===== src/rtl/da_serial_accumulator.sv =====
// Distributed-arithmetic FIR control/accumulate stage. It loads a sample into the bit-serial
// subfilter, shift-accumulates the ROM words it returns, and hands back one saturated output.
module da_serial_accumulator #(
  parameter int                    word_width  = 16,
  parameter bit                    offset_mode = 1'b0,
  parameter logic [word_width-1:0] Q0_initial  = 16'h1312
) (
  input  logic                  clk,
  input  logic                  rst,
  input  logic [word_width-1:0] x_in,
  input  logic                  x_valid,
  output logic                  x_ready,
  output logic [word_width-1:0] sub_x,
  output logic                  sub_x_we,
  output logic                  sub_en,
  output logic                  sub_Ts,
  input  logic [word_width-1:0] rom_data,
  output logic [word_width-1:0] y,
  output logic                  y_valid,
  input  logic                  y_ready
);

  localparam int AW = word_width + 2;
  localparam int KW = (word_width > 2) ? $clog2(word_width) : 1;
  localparam logic [KW-1:0] K_LAST = KW'(word_width - 1);
  localparam logic signed [AW-1:0] SAT_MAX = {3'b000, {(word_width-1){1'b1}}};
  localparam logic signed [AW-1:0] SAT_MIN = {3'b111, {(word_width-1){1'b0}}};

  typedef enum logic [1:0] {S_IDLE, S_LOAD, S_RUN, S_HOLD} state_t;

  state_t                  r_state;
  state_t                  w_next_state;
  logic [KW-1:0]           r_k;
  logic signed [AW-1:0]    r_acc;
  logic [word_width-1:0]   r_sub_x;
  logic [word_width-1:0]   r_y;

  logic                    w_last;
  logic signed [AW-1:0]    w_rom_ext;
  logic signed [AW-1:0]    w_q0_ext;
  logic signed [AW-1:0]    w_sum;
  logic [word_width-1:0]   w_y_sat;

  assign w_last    = (r_state == S_RUN) && (r_k == K_LAST);
  assign w_rom_ext = {{2{rom_data[word_width-1]}}, rom_data};
  assign w_q0_ext  = offset_mode ? {{2{Q0_initial[word_width-1]}}, Q0_initial} : '0;

  // The sign-bit cycle carries negative weight, so its ROM word is subtracted.
  assign w_sum = w_last ? (r_acc - w_rom_ext + w_q0_ext) : (r_acc + w_rom_ext);

  always_comb begin
    if (w_sum > SAT_MAX) begin
      w_y_sat = SAT_MAX[word_width-1:0];
    end else if (w_sum < SAT_MIN) begin
      w_y_sat = SAT_MIN[word_width-1:0];
    end else begin
      w_y_sat = w_sum[word_width-1:0];
    end
  end

  always_comb begin
    w_next_state = r_state;
    x_ready      = 1'b0;
    sub_x_we     = 1'b0;
    sub_en       = 1'b0;
    sub_Ts       = 1'b0;
    y_valid      = 1'b0;
    case (r_state)
      S_IDLE: begin
        x_ready = 1'b1;
        if (x_valid) w_next_state = S_LOAD;
      end
      S_LOAD: begin
        sub_x_we     = 1'b1;
        sub_en       = 1'b1;
        w_next_state = S_RUN;
      end
      S_RUN: begin
        sub_en = 1'b1;
        sub_Ts = w_last;
        if (w_last) w_next_state = S_HOLD;
      end
      S_HOLD: begin
        y_valid = 1'b1;
        if (y_ready) w_next_state = S_IDLE;
      end
      default: w_next_state = S_IDLE;
    endcase
  end

  always_ff @(posedge clk or negedge rst) begin
    if (!rst) begin
      r_state <= S_IDLE;
      r_k     <= '0;
      r_acc   <= '0;
      r_sub_x <= '0;
      r_y     <= '0;
    end else begin
      r_state <= w_next_state;
      case (r_state)
        S_IDLE: begin
          if (x_valid) begin
            r_sub_x <= x_in;
            r_acc   <= '0;
            r_k     <= '0;
          end
        end
        S_RUN: begin
          if (w_last) begin
            r_y <= w_y_sat;
          end else begin
            r_acc <= w_sum >>> 1;
            r_k   <= r_k + KW'(1);
          end
        end
        default: ;
      endcase
    end
  end

  assign sub_x = r_sub_x;
  assign y     = r_y;

endmodule

===== config.mk =====
export PLATFORM = sky130hd
export DESIGN_NAME = da_serial_accumulator
export DESIGN_NICKNAME = d
export VERILOG_FILES = /design/src/rtl/da_serial_accumulator.sv
export SDC_FILE = /design/constraint.sdc
export NUM_CORES = 1
export LEC_CHECK = 0
export ABC_AREA = 1
export CORE_UTILIZATION = 30
export DETAILED_ROUTE_END_ITERATION = 8
export PLACE_DENSITY_LB_ADDON = 0.05
export SLEW_MARGIN = 15
export SYNTH_ARGS = -nofsm -noshare
export SYNTH_HDL_FRONTEND = slang
export SYNTH_SLANG_ARGS = --single-unit

===== constraint.sdc =====
create_clock -name clk -period 7.1 [get_ports clk]
set_input_delay 1.42 -clock clk [delete_from_list [all_inputs] [get_ports clk]]
set_output_delay 1.42 -clock clk [all_outputs]
set_load 0.02 [all_outputs]

# == Word level (Yosys, flattened, before mapping) ==
# Cells that the tools add are included.
# W data, S select, Z words.
# op_classes
add_sub_neg,3
n_mul,0
n_div,0
n_lt_le_gt_ge,2
eq_ne,8
shifts,0
n_mux,18
bitwise,0
n_reduce_logical,8
# op_table
op,count
$mux W18,3
$pmux W18 S2,1
$mux W16,2
$add A18 B16 Y18,1
$gt A18 B16 Y1 const B,1
$lt A18 B16 Y1 const B,1
$sub A18 B16 Y18,1
$mux W4,2
$ne A2 B2 Y1 const B,4
$pmux W2 S4,1
$pmux W4 S2,1
$mux W2,3
$reduce_and A3 Y1,2
$mux W1,5
$add A4 B1 Y4 const B,1
$eq A2 B2 Y1 const B,2
$eq A4 B4 Y1 const B,1
$reduce_and A2 Y1,2
$eq A2 B1 Y1 const B,1
$logic_not A2 Y1,1
$reduce_bool A2 Y1,1
$reduce_or A2 Y1,1
$logic_and A1 B1 Y1,1
# word_totals
reg_bits,56
latchBits,0
mem_bits_rw,0
rom_bits,0
inputBits,36
out_inout_bits,37
wordCells,44
mem_count,0

# == Depth between registers and ports, before layout ==
# Gate-level depths: netlist of run 1.
# logic_depth
depth_word,6
ltp_mapped,25
ltp_nobuf,23

# == Worst setup path after synthesis of run 1 ==
# Ideal clock, no wire load.
# synth_timing
path_type,input-to-reg
start,in rom_data[0]
end,reg r_y[2] (netlist: y[2])
t_arrival_ns,3.932
setup_slack_ns,3.095
path_stages,22
path_buffers,1
path_cell_list,inv_1 > ha_1 > inv_1 > nor4_1 > nand2_1 > nor2_1 > nand2_1 > nand2_1 > xnor2_1 > inv_1 > ha_1 > nand2_2 > nor2_2 > inv_1 > nor2_2 > nand3b_1 > nand3_1 > nand3_2 > nand3_2 > buf_6 > nand2_1 > a21oi_2
# synth_between
elab_chain_cells,5
# synth_lines
element,line,text
"start, declared",17,"input logic [word_width-1:0] rom_data,"
$add A18 B16 Y18 / $sub A18 B16 Y18 (equally long branches),49,assign w_sum = w_last ? (r_acc - w_rom_ext + w_q0_ext) : (r_acc + w_rom_ext);
$mux W18 *,49,
$lt A18 B16 Y1,54,end else if (w_sum < SAT_MIN) begin
$mux W16,54,
$mux W16 *,52,if (w_sum > SAT_MAX) begin
"end signal, assigned",110,r_y <= w_y_sat;
"end, declared",36,logic [word_width-1:0] r_y;
# Mark *: on every way between the ends. The rest lies on a longest branch, timed or not.
# A chain may end at the register's enable or synchronous reset.

# == Final worst setup path of run 1 ==
# layout_timing
start,in rom_data[0]
end,reg r_y[12] (netlist: y[12])
# Same word-level chain as after synthesis.

==> reports/metrics.yaml, run 1 <==
clock_network:
  clock-sinks: 55
  clock_latency_ps: 310
  ctsHoldBuffers: 0
  cts_max_path_buffers: 2
  numCtsBuffers: 5
  ctsResizeCount: 0
  cts_tree: "built"
  cts_max_level: 2
  root_buffer: "clkbuf_16"
  cts.reportedPaths.clkPinSlew_ps: 70
  cts_setup_buffers: 0
floorplanning:
  dieArea_um2: 12800
  rows: 40
  dieWidth_um: 113
  start_util_pct: 30.9
  design.core.area_um2: 12000
  die_h_um: 113
  ios: 73
routing:
  drt_iter0_markers: 128
  wire_per_inst_um: 14.2
  drt-total-wl_um: 9760
  routed_via_density: 4.57
  num_vias: 3150
  antenna_left: 0
  firstDrtPassIters: 4
  drc: 0
yosys:
  synth_flop_cell: "dfrtp_1"
  ys.warnings.count: 0
  synth-edff-count: 0
  synth_nets: 528
  netlist_area_um2: 3710
  netlist_instances: 468
  yosysUniqueCellTypes: 35
  synth_commonest_cells: "nand2_1, inv_1, dfrtp_1, nor2_1, ha_1"
  postSynthRegisterBits: 55
  synth_top_area_share_pct: 37.1
  yosysTopAreaCell: "dfrtp_1"
  synth.area.top_cells: "dfrtp_1, nand2_1, ha_1"
  yosysSeqAreaShare_pct: 37.1
  syn_area_per_cell_um2: 7.92
  async_reset_ff_share_pct: 100
  yosysMostFrequentCell: "nand2_1"
timing:
  min_period_over_period_pct: 69.0
  tightest_slew_ps: 789
  finalSetupViolations: 0
  tns_ps: 0
  max_freq_mhz: 204
  fin_crit_ps: 4900
  slew_viol_final: 0
  rsz0062_at_grt: "false"
  maxSlewHeadroom_pct: 47.3
  finClkSkew_ps: 7.74
  hold_violations: 0
setup_path:
  critPathMostFrequentCell: "inv_1"
  slowest_delay_ps: 430
  worst_r2r_startpoint: "r_state[0]$_DFFE_PN0P_"
  path_cells: "clkdlybuf4s50_1, inv_1, ha_1, inv_1, nor4_1, nand2_1, nor2_1, a31oi_1, xnor2_1, ha_1, nand2_1, inv_1, nand3_1, inv_1, a21oi_1, nand2_1, nor2_1, nand3_2, nand3_2, nand2_2, a21oi_1"
  cp-start-kind: "primary input"
  crit_slowest_cell: "clkdlybuf4s50_1"
  critical_path_arrival_ps: 5120
  criticalPathCategory: "in2reg"
  r2r_cells: 19
  end_kind: "flop"
  required_ps: 7320
  r2r-end: "y[12]$_DFFE_PN0P_"
  ff2ff_setup_slack_ps: 2890
  critical_path.max_fanout: 15
finish:
  drive_gt1_share_pct: 10.5
  syn2layout_area_growth_pct: 28.0
  num_antenna_cells: 0
  fin_nets: 601
  fin_area_um2: 4740
  fill_cells: 1262
global_routing:
  grt_pass1_vias: 3241
  overflow: 0
  grt_pass1_wl_um: 16300
  grt_max_degree: 56
  track_usage_pct: 16.5
  antenna_found_initial: 0
flow_run:
  max_cap_violations: 0
place:
  hpwlAfterDp_um: 7330
  portBuffers: 72
  dpl_cell_area_um2: 4580
  gp_congestion: 0.835
hold_path:
  hold_start: "y[15]$_DFFE_PN0P_"
  hp-class: "reg2reg"
  min_to: "y[15]$_DFFE_PN0P_"
  worstHoldPathCells: 2
pwr:
  ir_drop_uv: 173
  p_leak_nw: 2.34
  power_density_nw_per_um2: 444
run_status:
  status: "completed"
cell usage in the layout, fill, tap and decap left out, types with 7 or more instances in the layout:
| cell | synthesis | layout |
|---|---|---|
| a22o_1 | 12 | 12 |
| xor2_1 | 17 | 17 |
| ha_1 | 23 | 23 |
| inv_1 | 67 | 67 |
| nand2_2 | 7 | 7 |
| nor2_1 | 46 | 46 |
| nand3_1 | 17 | 17 |
| o21ai_0 | 10 | 10 |
| nand2_1 | 120 | 120 |
| clkdlybuf4s50_1 | 0 | 71 |
| mux2_2 | 16 | 16 |
| dfrtp_1 | 55 | 55 |
| xnor2_1 | 9 | 9 |
| a21oi_2 | 10 | 10 |
| a21oi_1 | 20 | 20 |
worst max-delay path by stage:
stage	cells after the start	slack (ps)	end	startpoint
finish	21	2200	y[12]$_DFFE_PN0P_	rom_data[0]
global route	21	1660	y[10]$_DFFE_PN0P_	rom_data[0]
CTS	20	2100	y[12]$_DFFE_PN0P_	rom_data[0]
detailed placement	20	1790	y[12]$_DFFE_PN0P_	rom_data[0]
global placement	20	1860	y[12]$_DFFE_PN0P_	rom_data[0]
floorplan	22	3090	y[2]$_DFFE_PN0P_	rom_data[0]
stage by stage:
| stage | setup WS [ps] | cells | power [W] | util, % | hold slack, ps |
|---|---|---|---|---|---|
| 2_1_floorplan | 3090 | 468 | 0.00141 | - | 455 |
| 3_3_place_gp | 1860 | 681 | 0.00184 | 38.1 | 473 |
| 3_5_place_dp | 1790 | 681 | 0.00184 | 38.1 | 465 |
| 4_1_cts | 2100 | 689 | 0.00215 | 39.5 | 496 |
| 5_1_grt | 1660 | 689 | 0.00230 | 39.5 | 527 |
| 6_report | 2200 | 689 | 0.00211 | 39.5 | 492 |
kinds of logic after synthesis:
family | count (synthesis) | share of synthesized area, %
xor gates and xnor gates | 26 | 6.14
muxes | 17 | 5.13
AOI/OAI and AO/OA | 61 | 11.0
buffers and inverters | 77 | 8.23
DFF | 55 | 37.1
and+or+nand+nor | 208 | 24.1
adders and majority gates | 24 | 8.30
power by group:
| part | switching, W | internal, W |
|---|---|---|
| logic | 0.000749 | 0.000528 |
| clock network | 0.000122 | 0.000167 |
| registers | 0.0000836 | 0.000459 |
| total | 0.000954 | 0.00115 |
final cells by class:
cell class	instances	area, um^2	area share (%)
clock inverter	3	43.8	0.923
timing repair buffer	74	731	15.4
multi-input combinational	336	2030	42.7
sequential	55	1380	29.0
tap	147	184	3.88
clock buffer	5	125	2.64
inverter	69	259	5.46
critical path: cells and delay by family:
kind,cells,cell delay (ps)
buffers and inverters,5,690
XOR/XNOR,1,230
adder cells (fa/ha/maj),2,490
AO/OA/AOI/OAI,3,600
AND/OR/NAND/NOR,10,1690
registers in the layout (all words and copies together), names as in the netlist:
name	cells
r_k	4
r_state	2
y	16
r_acc	17
sub_x	16
per-layer routing:
metal	vias up	track usage, %	wire [um]
li1	1629	-	-
met1	1445	21.7	4630
met2	67	27.1	4520
met3	9	3.54	487
met4	0	5.26	124
met5	-	0	0
Note: power is estimated with default switching activity, not from simulation.
==> run 2, diff against run 1 <==
- clock period: 7.1 -> 5.05 ns (I/O delays scaled with it)
==> reports/metrics.yaml, run 2 (synthesized netlist as in run 1, its figures left out) <==
clock_network:
  ctsResizeCount: 0  # unchanged
  numCtsBuffers: 5  # unchanged
  clock-sinks: 55  # unchanged
  cts_max_level: 2  # unchanged
  cts_max_path_buffers: 2  # unchanged
  root_buffer: "clkbuf_16"  # unchanged
  cts.reportedPaths.clkPinSlew_ps: 70  # about the same
  cts_setup_buffers: 0  # unchanged
  cts_tree: "built"  # unchanged
  ctsHoldBuffers: 0  # unchanged
  clock_latency_ps: 300  # was 310 ps
setup_path:
  path_cells: "clkdlybuf4s50_1, inv_1, ha_1, inv_1, nor4_1, nand2_1, nor2_1, nand2_1, nand2_1, xnor2_1, inv_1, ha_1, nand2_2, inv_1, nand2_1, nand2_1, a21oi_1, nand2_1, nor2_1, nand3_2, nand3_2, nand2_2, buf_12, a21oi_2"  # was clkdlybuf4s50_1, inv_1, ha_1, inv_1, nor4_1, nand2_1, nor2_1, a31oi_1, xnor2_1, ha_1, nand2_1, inv_1, nand3_1, inv_1, a21oi_1, nand2_1, nor2_1, nand3_2, nand3_2, nand2_2, a21oi_1
  required_ps: 5290  # was 7320 ps
  critPathMostFrequentCell: "nand2_1"  # was inv_1
  slowest_delay_ps: 430  # about the same
  cp-start-kind: "primary input"  # unchanged
  worst_r2r_startpoint: "r_state[0]$_DFFE_PN0P_"  # unchanged
  cp-startpoint: "rom_data[0]"  # unchanged
  crit_slowest_cell: "clkdlybuf4s50_1"  # unchanged
  end_kind: "flop"  # unchanged
  cpLargestDelayFamily: "simple AND/OR/NAND/NOR gates"  # unchanged
  critical_path_arrival_ps: 4660  # was 5120 ps
  criticalPathCategory: "in2reg"  # unchanged
  critical_path.max_fanout: 9  # was 15
  path_buf_inv: 6  # was 5
floorplanning:
  rows: 40  # unchanged
  dieWidth_um: 113  # unchanged
  design.core.area_um2: 12000  # unchanged
  start_util_pct: 30.9  # unchanged
  dieArea_um2: 12800  # unchanged
  ios: 73  # unchanged
  die_h_um: 113  # unchanged
finish:
  largest_register_ffs: 17  # unchanged
  regMostFlops: "r_acc"  # unchanged
  multiInputGateArea_um2: 2030  # unchanged
  regArea_um2: 1380  # unchanged
  final_common_cell: "nand2_1"  # unchanged
  fin_nets: 603  # was 601
  syn2layout_area_growth_pct: 28.0  # about the same
  layout_common_cells: "nand2_1, clkdlybuf4s50_1, inv_1, dfrtp_1, nor2_1"  # unchanged
  final_core_util_pct: 39.5  # about the same
  num_antenna_cells: 0  # unchanged
  final_cells: 690  # was 689
  fill_cells: 1268  # was 1262
  drive_gt1_share_pct: 10.7  # was 10.5%
pwr:
  ir_drop_uv: 255  # was 173 uV
  p_sw_share_pct: 46.1  # was 45.3%
  p_comb_share_pct: 61.7  # was 60.5%
  power.net_switching_w: 0.00135  # was 0.000954 W
  power_density_nw_per_um2: 615  # was 444 nW/um^2
  internal_power_w: 0.00157  # was 0.00115 W
  p_leak_nw: 2.34  # about the same
  pwr-share-seq_pct: 26.1  # was 25.8%
  clockPowerShare_pct: 12.2  # was 13.7%
place:
  portBuffers: 72  # unchanged
  hpwlAfterDp_um: 7440  # was 7330 um
  place_inst: 683  # was 681
  gp_congestion: 0.856  # was 0.835
timing:
  finClkSkew_ps: 8.76  # was 7.74 ps
  hold_ws_ps: 498  # was 492 ps
  slew_viol_final: 0  # unchanged
  rsz0062_at_grt: "false"  # unchanged
  finalSetupViolations: 0  # unchanged
  tightest_slew_ps: 729  # was 789 ps
  min_period_over_period_pct: 87.6
  hold_violations: 0  # unchanged
  maxSlewHeadroom_pct: 51.4  # was 47.3%
  max_freq_mhz: 226
  fin_crit_ps: 4420
  tns_ps: 0  # unchanged
global_routing:
  grt_pass1_wl_um: 16300  # about the same
  grt_pass1_vias: 3319  # was 3241
  overflow: 0  # unchanged
  track_usage_pct: 16.5  # about the same
  antenna_found_initial: 0  # unchanged
  grt_max_degree: 56  # unchanged
flow_run:
  max_cap_violations: 0  # unchanged
hold_path:
  hold_start: "r_acc[10]$_DFFE_PN0P_"  # was y[15]$_DFFE_PN0P_
  hp-class: "reg2reg"  # unchanged
routing:
  antenna_left: 0  # unchanged
  drc: 0  # unchanged
  firstDrtPassIters: 4  # unchanged
  num_vias: 3252  # was 3150
  wire_per_inst_um: 14.2  # about the same
  drt_iter0_markers: 183  # was 128
  routed_via_density: 4.71  # was 4.57
  drt-total-wl_um: 9820  # was 9760 um
run_status:
  status: "completed"  # unchanged
[run 2: cell count changes in the layout (fill, tap and decap cells not counted), sizes merged]
cell / change
inv: +1
buf: +2
bufinv: -1
clkinv: -1
[run 2: stage by stage]
step / power [W] / area (um^2) / setup WS (ps)
after floorplan: 0.00199 / 3710 / 1450
after global placement: 0.00259 / 4600 / 288
after detailed placement: 0.00259 / 4600 / 297
after CTS: 0.00297 / 4750 / 610
after global routing: 0.00319 / 4750 / 178
final: 0.00292 / 4750 / 627
[run 2: worst reg2reg max path, cell delays in order (launching register included)]
cell,delay (ps)
dfrtp_1,420
inv_1,100
ha_1,250
inv_2,60
nor2_4,440
inv_2,240
nand2_1,160
o21ai_0,130
xor2_1,190
ha_1,360
nand2_2,120
inv_1,40
nand2_1,60
nand2_1,80
a21oi_1,200
nand2_1,80
nor2_1,140
nand3_2,130
nand3_2,100
nand2_2,190
buf_12,220
a21oi_2,110
[run 2: final timing paths]
path                                          to  slack (ps)  cells past startpoint
max                             y[0]$_DFFE_PN0P_         630                     24
min                        r_acc[10]$_DFFE_PN0P_         500                      2
max reg2reg                     y[0]$_DFFE_PN0P_        1160                     21
min reg2reg                r_acc[10]$_DFFE_PN0P_         500                      2
max in group asynchronous  sub_x[14]$_DFFE_PN0P_        3720                      2
min in group asynchronous       y[5]$_DFFE_PN0P_         840                      2
[run 2: metal layers]
layer	part of all wire [%]	routed length, um	global-route usage [%]	vias to the layer above
met4	0.98	96	4.21	0
li1	-	-	-	1639
met2	45	4440	26.7	78
met5	0	0	0	-
met3	4.9	483	3.54	8
met1	49	4790	22.3	1527
[run 2: power by group through the flow]
| stage | Clock [W] | Combinational, W | Sequential, W |
|---|---|---|---|
| 2_1_floorplan | 0 | 0.00109 | 0.000895 |
| 3_3_place_gp | 0 | 0.00183 | 0.000766 |
| 3_5_place_dp | 0 | 0.00182 | 0.000769 |
| 4_1_cts | 0.000373 | 0.00183 | 0.000767 |
| 5_1_grt | 0.000386 | 0.00201 | 0.000793 |
| 6_report | 0.000355 | 0.00180 | 0.000763 |
[run 2: area by class of cell]
| class | instances | share of cell area [%] |
|---|---|---|
| multi-input cells | 336 | 42.7 |
| flip-flops and latches | 55 | 29.0 |
| repair buffers | 76 | 16.0 |
| inverters | 69 | 5.46 |
| well taps | 147 | 3.88 |
| clock buffers | 5 | 2.64 |
| clock inverters | 2 | 0.369 |
==> variant: new RTL, config.mk and constraints of run 2 <==
The parameter `word_width` goes from 16 to 32.
--- a/src/rtl/da_serial_accumulator.sv
+++ b/src/rtl/da_serial_accumulator.sv
@@ -3,3 +3,3 @@
 module da_serial_accumulator #(
-  parameter int                    word_width  = 16,
+  parameter int                    word_width  = 32,
   parameter bit                    offset_mode = 1'b0,
Ports: changed (resized rom_data, sub_x, x_in and y); port bits go from 73 to 137. The function was not compared with the original's and may differ.
==> variant against run 2 <==
- die area is 94% higher
- critical endpoint is now y[20]
- sequential power is 86% higher
- sequential cell count is 49 higher
- total power is 100% higher
- final area is 100% higher
- first-iteration DRC count is 100% higher
- worst setup slack worse by 0.22 ns
- wire length is 130% higher
- synthesized area is 96% higher
==> variant: results (changes against run 2) <==
Total Routing Usage GR=0.1856 (+0.02069); sequential cell area share=0.2680 (-0.02197); Inverters=131 (+90%); vias in the first global route=6582 (+98%); Util after Layout=0.4112 (+0.01609); FFs & Latches=104 (+89%); GR Layer Usage met2=0.2975 (+0.02998); Filler cells=2472 (+95%); skew final=0.01443 ns (+0.005673 ns); met3 WL=903 µm (+87%); GR Layer Usage met1=0.2575 (+0.03483); XOR/XNOR Fraction of Synth Area=0.06745 (+0.006022); multi-input logic area=0.004113 mm² (+100%); multi-input combinational cell count=712 (+110%); Plain + repair buffers=187 (+150%); post-layout net count=1254 (+110%); Seq power=1420 µW (+86%); Metal-1 WL=11410 µm (+140%); layout cells sized above 1=0.1227 (+0.01590); multiplexer area fraction after synthesis=0.04955 (-0.001747); placed inst area=0.009328 mm² (+100%); met3 demand-to-capacity share in global routing=0.02847 (-0.006881); Sw Ratio=0.4640 (+0.002877); CP max stage delay=0.41 ns (-0.02 ns); Detailed Route Iter0 Violations=371 (+100%); later-pin clock latency in the skew report=0.36 ns (+0.06 ns); largest cells by area after synthesis=dfrtp_1 (36%), nand2_1 (13%), ha_1 (6.9%), inv_1 (6.6%), nor2_1 (5.7%); pre-CTS setup slack=-0.2008 ns (-0.4973 ns); Worst VDD drop=0.0002123 V (-17%); Num CTS Buffers=9 (+4); port bufs=136 (+89%); status=completed; Post-Route WL=22580 µm (+130%); wire length per cell=15.38 µm (+8.1%); synth cell count leaders=nand2_1 (254), inv_1 (128), nor2_1 (111), dfrtp_1 (104), a21oi_1 (61)
==> variant: cell count changes after synthesis, sizes merged, moves of 18 or more <==
| cell | before | now |
|---|---|---|
| xor2 | 17 | 44 |
| nand3 | 22 | 40 |
| inv | 69 | 130 |
| nand2 | 127 | 264 |
| a21oi | 30 | 72 |
| dfrtp | 55 | 104 |
| nor2 | 50 | 116 |
==> variant: worst reg2reg max path: cells and delay by family, from the launching register on <==
family,cells,cell delay (ns)
DFF,1,0.40
AOI/OAI and AO/OA,4,0.67
buffers and inverters,7,1.05
and+or+nand+nor,11,1.05
xor gates and xnor gates,1,0.30
adders and majority gates,3,0.73
==> variant: worst paths after layout <==
kind	startpoint	endpoint	slack (ns)	cells past startpoint
worst max-delay path	rom_data[0]	y[20]	0.41	31
worst min-delay path	r_k[2]	r_k[2]	0.49	1
worst max register to register	r_k[0]	y[20]	0.77	26
worst min register to register	r_k[2]	r_k[2]	0.49	1
max in group asynchronous	rst	r_k[4]	3.26	2
min in group asynchronous	rst	sub_x[30]	0.74	1
